## src/rtl/jesd_clock_monitor_if.sv

```systemverilog
// rtl/jesd_clock_monitor_if.sv - toggle/clear inputs and status outputs of the JESD core clock monitor
interface jesd_clock_monitor_if #(
    parameter int CNT_W = 16
);
    logic             clk_toggle;
    logic             err_clear;
    logic [CNT_W-1:0] freq_count;
    logic             window_done;
    logic             clk_locked;
    logic             core_rst_n;
    logic             err_sticky;

    modport master (
        output clk_toggle, err_clear,
        input  freq_count, window_done, clk_locked, core_rst_n, err_sticky
    );

    modport slave (
        input  clk_toggle, err_clear,
        output freq_count, window_done, clk_locked, core_rst_n, err_sticky
    );
endinterface

```

## src/rtl/jesd_clock_monitor.sv

```systemverilog
// rtl/jesd_clock_monitor.sv - JESD coreclk presence/frequency monitor with lock FSM; JESD_CLKMON_TIMEOUT_EN adds a no-edge timeout
module jesd_clock_monitor #(
    parameter int WINDOW_CYCLES  = 1024,
    parameter int CNT_W          = 16,
    parameter int EXP_MIN        = 200,
    parameter int EXP_MAX        = 210,
    parameter int LOCK_COUNT     = 4,
    parameter int TIMEOUT_CYCLES = 64
) (
    input  logic                 clk,
    input  logic                 rst_n,
    jesd_clock_monitor_if.slave  mon
);
    localparam int WIN_W = $clog2(WINDOW_CYCLES);
    localparam int GC_W  = $clog2(LOCK_COUNT + 1);
    localparam logic [WIN_W-1:0] WIN_LAST  = WIN_W'(WINDOW_CYCLES - 1);
    localparam logic [CNT_W-1:0] CNT_MAX   = '1;
    localparam logic [CNT_W-1:0] EXP_MIN_C = CNT_W'(EXP_MIN);
    localparam logic [CNT_W-1:0] EXP_MAX_C = CNT_W'(EXP_MAX);
    localparam logic [GC_W-1:0]  LOCK_C    = GC_W'(LOCK_COUNT);

    if (WINDOW_CYCLES < 16 || LOCK_COUNT < 1 || TIMEOUT_CYCLES < 1 || EXP_MIN > EXP_MAX) begin : g_param_check
        $error("jesd_clock_monitor: illegal parameter set");
    end

    typedef enum logic [1:0] {UNLOCKED, ACQUIRE, LOCKED} state_t;

    state_t           state, state_nxt;
    logic [GC_W-1:0]  good_cnt, good_nxt;
    logic             err_set;

    logic             sync1, sync2, sync3;
    logic             tog_edge;
    logic [WIN_W-1:0] win_cnt;
    logic             win_last;
    logic [CNT_W-1:0] edge_cnt, edge_sum;
    logic             in_range;

    logic [CNT_W-1:0] freq_count_r;
    logic             window_done_r, clk_locked_r, core_rst_n_r, err_sticky_r;

    // Two flops resolve metastability; the third gives the previous level for edge detection.
    always_ff @(posedge clk or negedge rst_n) begin
        if (!rst_n) begin
            sync1 <= 1'b0;
            sync2 <= 1'b0;
            sync3 <= 1'b0;
        end else begin
            sync1 <= mon.clk_toggle;
            sync2 <= sync1;
            sync3 <= sync2;
        end
    end

    assign tog_edge = sync2 ^ sync3;
    assign win_last = (win_cnt == WIN_LAST);
    assign edge_sum = (edge_cnt == CNT_MAX) ? CNT_MAX
                                            : edge_cnt + {{(CNT_W-1){1'b0}}, tog_edge};
    assign in_range = (edge_sum >= EXP_MIN_C) && (edge_sum <= EXP_MAX_C);

    // An edge seen on the terminal cycle is folded into the closing window's count.
    always_ff @(posedge clk or negedge rst_n) begin
        if (!rst_n) begin
            win_cnt       <= '0;
            edge_cnt      <= '0;
            freq_count_r  <= '0;
            window_done_r <= 1'b0;
        end else begin
            win_cnt       <= win_last ? '0 : win_cnt + 1'b1;
            edge_cnt      <= win_last ? '0 : edge_sum;
            window_done_r <= win_last;
            if (win_last)
                freq_count_r <= edge_sum;
        end
    end

`ifdef JESD_CLKMON_TIMEOUT_EN
    localparam int TO_W = $clog2(TIMEOUT_CYCLES + 1);
    localparam logic [TO_W-1:0] TO_LIMIT = TO_W'(TIMEOUT_CYCLES);

    logic [TO_W-1:0] idle_cnt;
    logic            to_armed;
    logic            timeout_hit;

    // Fires once per idle stretch; only a fresh edge re-arms it.
    assign timeout_hit = to_armed && !tog_edge && (idle_cnt == TO_LIMIT);

    always_ff @(posedge clk or negedge rst_n) begin
        if (!rst_n) begin
            idle_cnt <= '0;
            to_armed <= 1'b0;
        end else if (tog_edge) begin
            idle_cnt <= '0;
            to_armed <= 1'b1;
        end else begin
            if (idle_cnt != TO_LIMIT)
                idle_cnt <= idle_cnt + 1'b1;
            if (timeout_hit)
                to_armed <= 1'b0;
        end
    end
`endif

    always_ff @(posedge clk or negedge rst_n) begin
        if (!rst_n) begin
            state    <= UNLOCKED;
            good_cnt <= '0;
        end else begin
            state    <= state_nxt;
            good_cnt <= good_nxt;
        end
    end

    always_comb begin
        state_nxt = state;
        good_nxt  = good_cnt;
        err_set   = 1'b0;
        if (win_last) begin
            case (state)
                UNLOCKED: begin
                    if (in_range) begin
                        good_nxt  = GC_W'(1);
                        state_nxt = (LOCK_COUNT == 1) ? LOCKED : ACQUIRE;
                    end
                end
                ACQUIRE: begin
                    if (in_range) begin
                        good_nxt = good_cnt + 1'b1;
                        if (good_nxt == LOCK_C)
                            state_nxt = LOCKED;
                    end else begin
                        good_nxt  = '0;
                        state_nxt = UNLOCKED;
                    end
                end
                LOCKED: begin
                    if (!in_range) begin
                        good_nxt  = '0;
                        state_nxt = UNLOCKED;
                        err_set   = 1'b1;
                    end
                end
                default: begin
                    good_nxt  = '0;
                    state_nxt = UNLOCKED;
                end
            endcase
        end
`ifdef JESD_CLKMON_TIMEOUT_EN
        if (timeout_hit) begin
            good_nxt  = '0;
            state_nxt = UNLOCKED;
            if (state == LOCKED)
                err_set = 1'b1;
        end
`endif
    end

    // Registered from the next state so lock status moves together with window_done.
    always_ff @(posedge clk or negedge rst_n) begin
        if (!rst_n) begin
            clk_locked_r <= 1'b0;
            core_rst_n_r <= 1'b0;
            err_sticky_r <= 1'b0;
        end else begin
            clk_locked_r <= (state_nxt == LOCKED);
            core_rst_n_r <= (state_nxt == LOCKED);
            if (err_set)
                err_sticky_r <= 1'b1;
            else if (mon.err_clear)
                err_sticky_r <= 1'b0;
        end
    end

    assign mon.freq_count  = freq_count_r;
    assign mon.window_done = window_done_r;
    assign mon.clk_locked  = clk_locked_r;
    assign mon.core_rst_n  = core_rst_n_r;
    assign mon.err_sticky  = err_sticky_r;
endmodule
```

## src/flat_wrapper.sv

```systemverilog
// flat-port wrapper written by rule: the top's interface ports become plain ports
module jesd_clock_monitor_flat 
#(
    parameter int WINDOW_CYCLES  = 1024,
    parameter int CNT_W          = 16,
    parameter int EXP_MIN        = 200,
    parameter int EXP_MAX        = 210,
    parameter int LOCK_COUNT     = 4,
    parameter int TIMEOUT_CYCLES = 64
)
  (clk, rst_n, mon_clk_toggle, mon_err_clear, mon_freq_count, mon_window_done, mon_clk_locked, mon_core_rst_n, mon_err_sticky);
  jesd_clock_monitor_if #(.CNT_W(CNT_W)) mon_i ();
  input  logic clk;
  input  logic rst_n;
  input wire logic [$bits(mon_i.clk_toggle)-1:0] mon_clk_toggle;
  input wire logic [$bits(mon_i.err_clear)-1:0] mon_err_clear;
  output wire logic [$bits(mon_i.freq_count)-1:0] mon_freq_count;
  output wire logic [$bits(mon_i.window_done)-1:0] mon_window_done;
  output wire logic [$bits(mon_i.clk_locked)-1:0] mon_clk_locked;
  output wire logic [$bits(mon_i.core_rst_n)-1:0] mon_core_rst_n;
  output wire logic [$bits(mon_i.err_sticky)-1:0] mon_err_sticky;
  assign mon_i.clk_toggle = mon_clk_toggle;
  assign mon_i.err_clear = mon_err_clear;
  assign mon_freq_count = mon_i.freq_count;
  assign mon_window_done = mon_i.window_done;
  assign mon_clk_locked = mon_i.clk_locked;
  assign mon_core_rst_n = mon_i.core_rst_n;
  assign mon_err_sticky = mon_i.err_sticky;
  jesd_clock_monitor #(.WINDOW_CYCLES(WINDOW_CYCLES), .CNT_W(CNT_W), .EXP_MIN(EXP_MIN), .EXP_MAX(EXP_MAX), .LOCK_COUNT(LOCK_COUNT), .TIMEOUT_CYCLES(TIMEOUT_CYCLES)) u_core (.clk(clk), .rst_n(rst_n), .mon(mon_i));
endmodule
```

## config.mk

```make
export PLATFORM = sky130hd
export DESIGN_NAME = jesd_clock_monitor_flat
export DESIGN_NICKNAME = d
export VERILOG_FILES = /design/src/rtl/jesd_clock_monitor_if.sv /design/src/rtl/jesd_clock_monitor.sv /design/src/flat_wrapper.sv
export SDC_FILE = /design/constraint.sdc
export NUM_CORES = 1
export LEC_CHECK = 0
export BUFFER_PORTS_ARGS = -buffer_cell sky130_fd_sc_hd__buf_2
export CORE_MARGIN = 8
export CORE_UTILIZATION = 40
export CTS_CLUSTER_DIAMETER = 120
export DETAILED_ROUTE_END_ITERATION = 16
export PLACE_DENSITY = 0.63
export SLEW_MARGIN = 10
export SYNTH_ARGS = -nofsm -noshare
export SYNTH_HDL_FRONTEND = slang
export SYNTH_SLANG_ARGS = --single-unit
```

## constraint.sdc

```tcl
create_clock -name clk -period 2.65 [get_ports clk]
set_input_delay 0.265 -clock clk [delete_from_list [all_inputs] [get_ports clk]]
set_output_delay 0.265 -clock clk [all_outputs]
set_load 0.03 [all_outputs]
```

Word-level counts from Yosys, hierarchy flattened
Index checks and enable logic that the tools add are counted.
- register bits after elaboration: 53
- bits in latches: 0
- RAM bits: 0
- bits in read-only memories: 0
- input bits: 4
- output and inout bits: 20
- word-level logic and storage cells: 47
- memories: 0
- add/sub/neg operators: 3
- multipliers: 0
- divide/modulo/power cells: 0
- magnitude comparators: 2
- equality and inequality tests: 8
- shift operators: 0
- mux-type cells: 18
- bitwise gates (word level): 1
- reduce and logical (&&, ||, !) cells: 4
- operator list (cell ; count):
    two-way mux 16 bit ; 2
    adder 16 x 1 -> 16 bit ; 1
    equality test 16 bit (second input constant) ; 1
    greater-or-equal comparator 16 x 8 -> 1 bit (second input constant) ; 1
    <= comparator 16 x 8 -> 1 bit (second input constant) ; 1
    adder 10 x 1 -> 10 bit (second input constant) ; 1
    equality test 10 bit (second input constant) ; 1
    two-way mux 10 bit ; 1
    two-way mux 2 bit ; 5
    two-way mux 3 bit ; 3
    one-hot mux 3 bit (3 select lines) ; 1
    one-hot mux 2 bit (3 select lines) ; 1
    two-way mux 1 bit ; 5
    equality test 2 bit (second input constant) ; 2
    adder 3 x 1 -> 3 bit (second input constant) ; 1
    equality test 3 bit (second input constant) ; 1
    AND reduction 3 bit ; 1
    equality test 2 x 1 -> 1 bit (second input constant) ; 1
    logical NOT 2 bit ; 1
    inequality test 2 x 1 -> 1 bit (second input constant) ; 1
    inequality test 2 bit (second input constant) ; 1
    nonzero test 2 bit ; 1
    logical AND 1 bit ; 1
    bitwise XOR 1 bit ; 1

Longest topological paths before layout
- depth in word-level cells: 9
- gate-level depth with buffers: 12
- gate-level depth less buffers: 10

Least setup slack after synthesis
OpenSTA, ideal clock, no wires.
- kind: register to register
- from: register u_core.sync3
- to: register u_core.good_cnt[1]
- setup time: 0.131 ns
- arrival: 2.410 ns
- required time: 2.519 ns
- path slack: 0.108 ns
- cell stages (with the launch flop): 11
- path buffers: 0
- period minus slack after synthesis: 2.542 ns
- cells stage by stage: dfrtp_1 xor2_1 ha_1 ha_1 or3_1 a22o_1 a21oi_1 o32a_1 nand4_1 and3_2 or3_1
- cells in the longest elaborated chain, start to end: 7
- elaborated cells between the ends (all ways): 11
- classes of those cells: add/sub: 1; order compare: 2; eq/ne: 2; mux: 3; bitwise: 1; reduce/logical: 2
- RTL lines (what ; RTL line ; text):
    from (decl) ; jesd_clock_monitor.sv:32 ; logic sync1, sync2, sync3;
    from (signal assigned) ; jesd_clock_monitor.sv:51 ; sync3 <= sync2;
    bitwise XOR 1 bit * ; jesd_clock_monitor.sv:55 ; assign tog_edge = sync2 ^ sync3;
    adder 16 x 1 -> 16 bit * ; jesd_clock_monitor.sv:58 ; : edge_cnt + {{(CNT_W-1){1'b0}}, tog_edge};
    two-way mux 16 bit * ; jesd_clock_monitor.sv:57 ; assign edge_sum = (edge_cnt == CNT_MAX) ? CNT_MAX
    greater-or-equal comparator 16 x 8 -> 1 bit or <= comparator 16 x 8 -> 1 bit (tied branches) ; jesd_clock_monitor.sv:59 ; assign in_range = (edge_sum >= EXP_MIN_C) && (edge_sum <= EXP_MAX_C);
    logical AND 1 bit * ; jesd_clock_monitor.sv:59 ;
    two-way mux 3 bit, or another cell as far along ; jesd_clock_monitor.sv:127 ; if (in_range) begin
    one-hot mux 3 bit (3 select lines) or AND reduction 3 bit (tied branches) ; - ;
    to (signal assigned) ; jesd_clock_monitor.sv:110 ; good_cnt <= good_nxt;
    to (decl) ; jesd_clock_monitor.sv:29 ; logic [GC_W-1:0] good_cnt, good_nxt;
Mark *: on every way between the ends. The rest lies on a longest branch, timed or not.
A chain may end at the register's enable or synchronous reset.

Worst setup path after layout
- from: register u_core.sync2
- to: register u_core.good_cnt[0]
- cells in the longest elaborated chain, start to end: 7
- elaborated cells between the ends (all ways): 11
- classes of those cells: add/sub: 1; order compare: 2; eq/ne: 2; mux: 3; bitwise: 1; reduce/logical: 2
- RTL lines (what ; RTL line ; text):
    from (decl) ; jesd_clock_monitor.sv:32 ;
    from (signal assigned) ; jesd_clock_monitor.sv:50 ; sync2 <= sync1;
    bitwise XOR 1 bit * ; jesd_clock_monitor.sv:55 ;
    adder 16 x 1 -> 16 bit * ; jesd_clock_monitor.sv:58 ;
    two-way mux 16 bit * ; jesd_clock_monitor.sv:57 ;
    greater-or-equal comparator 16 x 8 -> 1 bit or <= comparator 16 x 8 -> 1 bit (tied branches) ; jesd_clock_monitor.sv:59 ;
    logical AND 1 bit * ; jesd_clock_monitor.sv:59 ;
    two-way mux 3 bit, or another cell as far along ; jesd_clock_monitor.sv:127 ;
    one-hot mux 3 bit (3 select lines) or AND reduction 3 bit (tied branches) ; - ;
Marks and branches as above.

==> impl_metrics.yaml <==
sta:
  slew_headroom_pct: 56.6
  setup_viol_count_final: 3
  whs_ps: 56.6
  min_period_ps: 2680
  finalClockSkew_ps: 11.5
  fmax_ghz: 0.373
  grt_setup_unrepaired: "yes"
  fin_tns_setup_ps: -43.1
  fin_crit_sh_pct: 101
  tightestPinTransition_ps: 650
  final_max_slew_viol_count: 0
  worst_slack_ps: -28.1
  hold_violations: 0
power:
  pwr-share-seq_pct: 51.9
  swShare_pct: 31.3
  power_frac_clock_pct: 26.0
  p_comb_share_pct: 22.0
  leakagePower_nw: 1.51
  power.density_mw_per_mm2: 587
  ir_drop_mv: 0.386
  p_switching_w: 0.000562
  p_total_w: 0.00180
  p_int_w: 0.00123
floorplan:
  die_h_um: 95.1
  die_w_um: 95.1
  io_pins: 24
  die_area_sq_mm: 0.00905
  fp-row-count: 29
  start_util_pct: 40.4
  coreArea_sq_mm: 0.00620
hold_path:
  hp-class: "in -> async"
synth:
  synth-simple-area-share_pct: 23.9
  synthMuxAreaShare_pct: 1.20
  synth_cell_types: 43
  async_reset_ff_share_pct: 100
  synth_area_leaders: "dfrtp_1 53%, nor2_1 6.0%, nand2_1 4.9%"
  syn-num-nets: 267
  synth_top_area_cell: "dfrtp_1"
  yosysWarnings: 0
  ys_ff_latch: 53
  synthCells: 258
  yosys.cell_count.top_type: "dfrtp_1"
  synth_edf_count: 0
  yosysTopAreaCellShare_pct: 52.9
  avgSynthCellArea_sq_um: 9.71
  synthTopCellsByCount: "53 x dfrtp_1, 40 x nor2_1, 33 x nand2_1"
  synth-adder-area-share_pct: 2.50
  synthesis.area_sq_mm: 0.00250
  synth_ff_type: "dfrtp_1"
  synth_xor_area_share_pct: 6.29
  synth_compound_area_share_pct: 9.39
  synth-seq-area-share_pct: 52.9
  synth_top_family_by_area: "simple AND/OR/NAND/NOR gates"
placement:
  io_buffer_count: 23
  place.detailed.hpwl_mm: 3.48
  gp_congestion: 0.793
  place_inst: 362
worst_setup_path:
  cp_top_family: "simple AND/OR/NAND/NOR gates"
  cp.depth: 11
  cp-end-kind: "flip-flop"
  crit_buf_inv: 1
  cpMaxStageDelayCell: "or4_4"
  path_max_fanout: 6
  crit_type: "reg -> reg"
  arrival_ps: 2930
  r2r_cells: 11
  required_ps: 2900
  crit_chain: "xor2_1, ha_2, ha_4, nand2_4, or3_4, a211o_1, nor4_2, nand4_1, buf_6, or4_4, nand3_2"
  worstSetupStartpointType: "flip-flop"
  cp_slowest_stage_delay_ps: 420
cts:
  ctsHoldBuffers: 0
  clockBufferDepth: 2
  cts.sinks: 53
  clk_latency_ps: 310
  path_clk_slew_ps: 110
  cts_buffers: 5
  cts_tree: "done"
  root_buffer: "clkbuf_8"
  h-tree-depth: 2
layout:
  nets: 310
  syn_to_final_growth_pct: 22.1
  finalNonFillerCells: 379
  drive_gt1_share_pct: 27.2
  antennaDiodeCount: 0
global_routing:
  grt_pass1_wl_mm: 8.62
  grt_usage_pct: 11.9
  grt_start_max_net_pins: 54
  antenna_found_initial: 0
  grt-ovfl-total: 0
  grt_pass1_vias: 1885
run:
  drv_cap: 0
route:
  routed_wl_mm: 5.08
  drt_iter0_drc: 59
  routedWlPerCell_um: 13.4
  viasPerCell: 5.00
  drt-pass1-iter-count: 4
  final_antenna_net_count: 0
  drcViolationCount: 0
  route.vias.total: 1895
status:
  violations: "setup timing"
  status: "finished, violations left"
## logic make-up (layout without fill, tap and decap cells)
family / count (synthesis) / in the layout
buffers and inverters: 18 / 62
adders and majority gates: 5 / 5
AOI/OAI and AO/OA: 39 / 39
and+or+nand+nor: 122 / 122
xor gates and xnor gates: 18 / 18
muxes: 3 / 3
DFF: 53 / 53
## placed cells by master, fill, tap and decap left out, types with 2 or more instances in the layout
master / instances
a21o_1: 5
nor4_2: 4
ha_1: 3
buf_2: 24
nand2b_1: 2
inv_1: 4
buf_4: 23
nor4_4: 2
nand2_1: 32
mux2i_1: 3
or3_1: 2
xor2_1: 10
nor3_1: 2
dfrtp_1: 53
nand4_1: 5
nor4_1: 2
nor2_1: 39
a211o_1: 2
nand3_2: 3
and2_1: 2
clkbuf_8: 5
a21oi_1: 2
xnor2_1: 7
and3_1: 3
buf_6: 3
o21ai_0: 23
nand3_1: 8
nor2_2: 2
## metal layers
| layer | vias to the layer above | wire length, um | GRT usage (%) |
|---|---|---|---|
| li1 | 963 | - | - |
| met1 | 909 | 2230 | 14.3 |
| met2 | 18 | 2610 | 20.0 |
| met3 | 5 | 172 | 2.99 |
| met4 | 0 | 69 | 4.81 |
| met5 | - | 0 | 0 |
## final timing paths
| path | slack, ps | to | startpoint |
|---|---|---|---|
| max | -30 | u_core.good_cnt[0] | u_core.sync2 |
| min | 60 | u_core.mon.freq_count[14] | rst_n |
| max reg2reg | -30 | u_core.good_cnt[0] | u_core.sync2 |
| min reg2reg | 360 | u_core.sync2 | u_core.sync1 |
| max in group asynchronous | 2160 | u_core.good_cnt[0] | rst_n |
| min in group clk | 60 | u_core.sync1 | mon_clk_toggle |
## power by group through the flow
stage          registers, W  logic, W  clock network, W
5_1_grt            0.000942  0.000444          0.000523
6_report           0.000933  0.000396          0.000468
3_5_place_dp       0.000929  0.000331                 0
3_3_place_gp       0.000929  0.000324                 0
4_1_cts            0.000914  0.000336          0.000491
2_1_floorplan      0.000913  0.000255                 0
## metrics by stage
| step | instance area [sq um] | setup slack [ps] | util (%) |
|---|---|---|---|
| final | 3060 | -28.1 | 49.3 |
| after global routing | 3060 | -159 | 49.3 |
| after CTS | 2890 | -25.5 | 46.5 |
| after detailed placement | 2770 | -25.8 | 44.7 |
| after global placement | 2770 | 35.6 | 44.7 |
| after floorplan | 2500 | 108 | - |
## state kept, by name, indices dropped and copies added (netlist names), 2 cells and up
signal                 flops
u_core.edge_cnt           16
u_core.good_cnt            3
u_core.mon.freq_count     16
u_core.state               2
u_core.win_cnt            10
## worst register-to-register path, stage by stage, from the launching register on
cell and delay [ps]:
dfrtp_1 400, xor2_1 170, ha_2 220, ha_4 160
nand2_4 50, or3_4 330, a211o_1 270, nor4_2 130
nand4_1 200, buf_6 190, or4_4 420, nand3_2 80
## what timing repair did
| action | 4_1_cts | 5_1_grt |
|---|---|---|
| setup buffers | 1 | 6 |
| gates resized for setup | 3 | 23 |
| pin swaps | 0 | 13 |
| gates cloned | 0 | 2 |
| setup endpoints to repair | 5 | 6 |
## cell type report
class,count,area (sq um)
fillers,582,3150
flip-flops and latches,53,1330
multi-input cells,187,1200
repair buffers,50,327
well taps,77,96.3
clock buffers,5,68.8
clock inverters,3,25.0
inverters,4,15.0
Note: power is estimated with default switching activity, not from simulation.
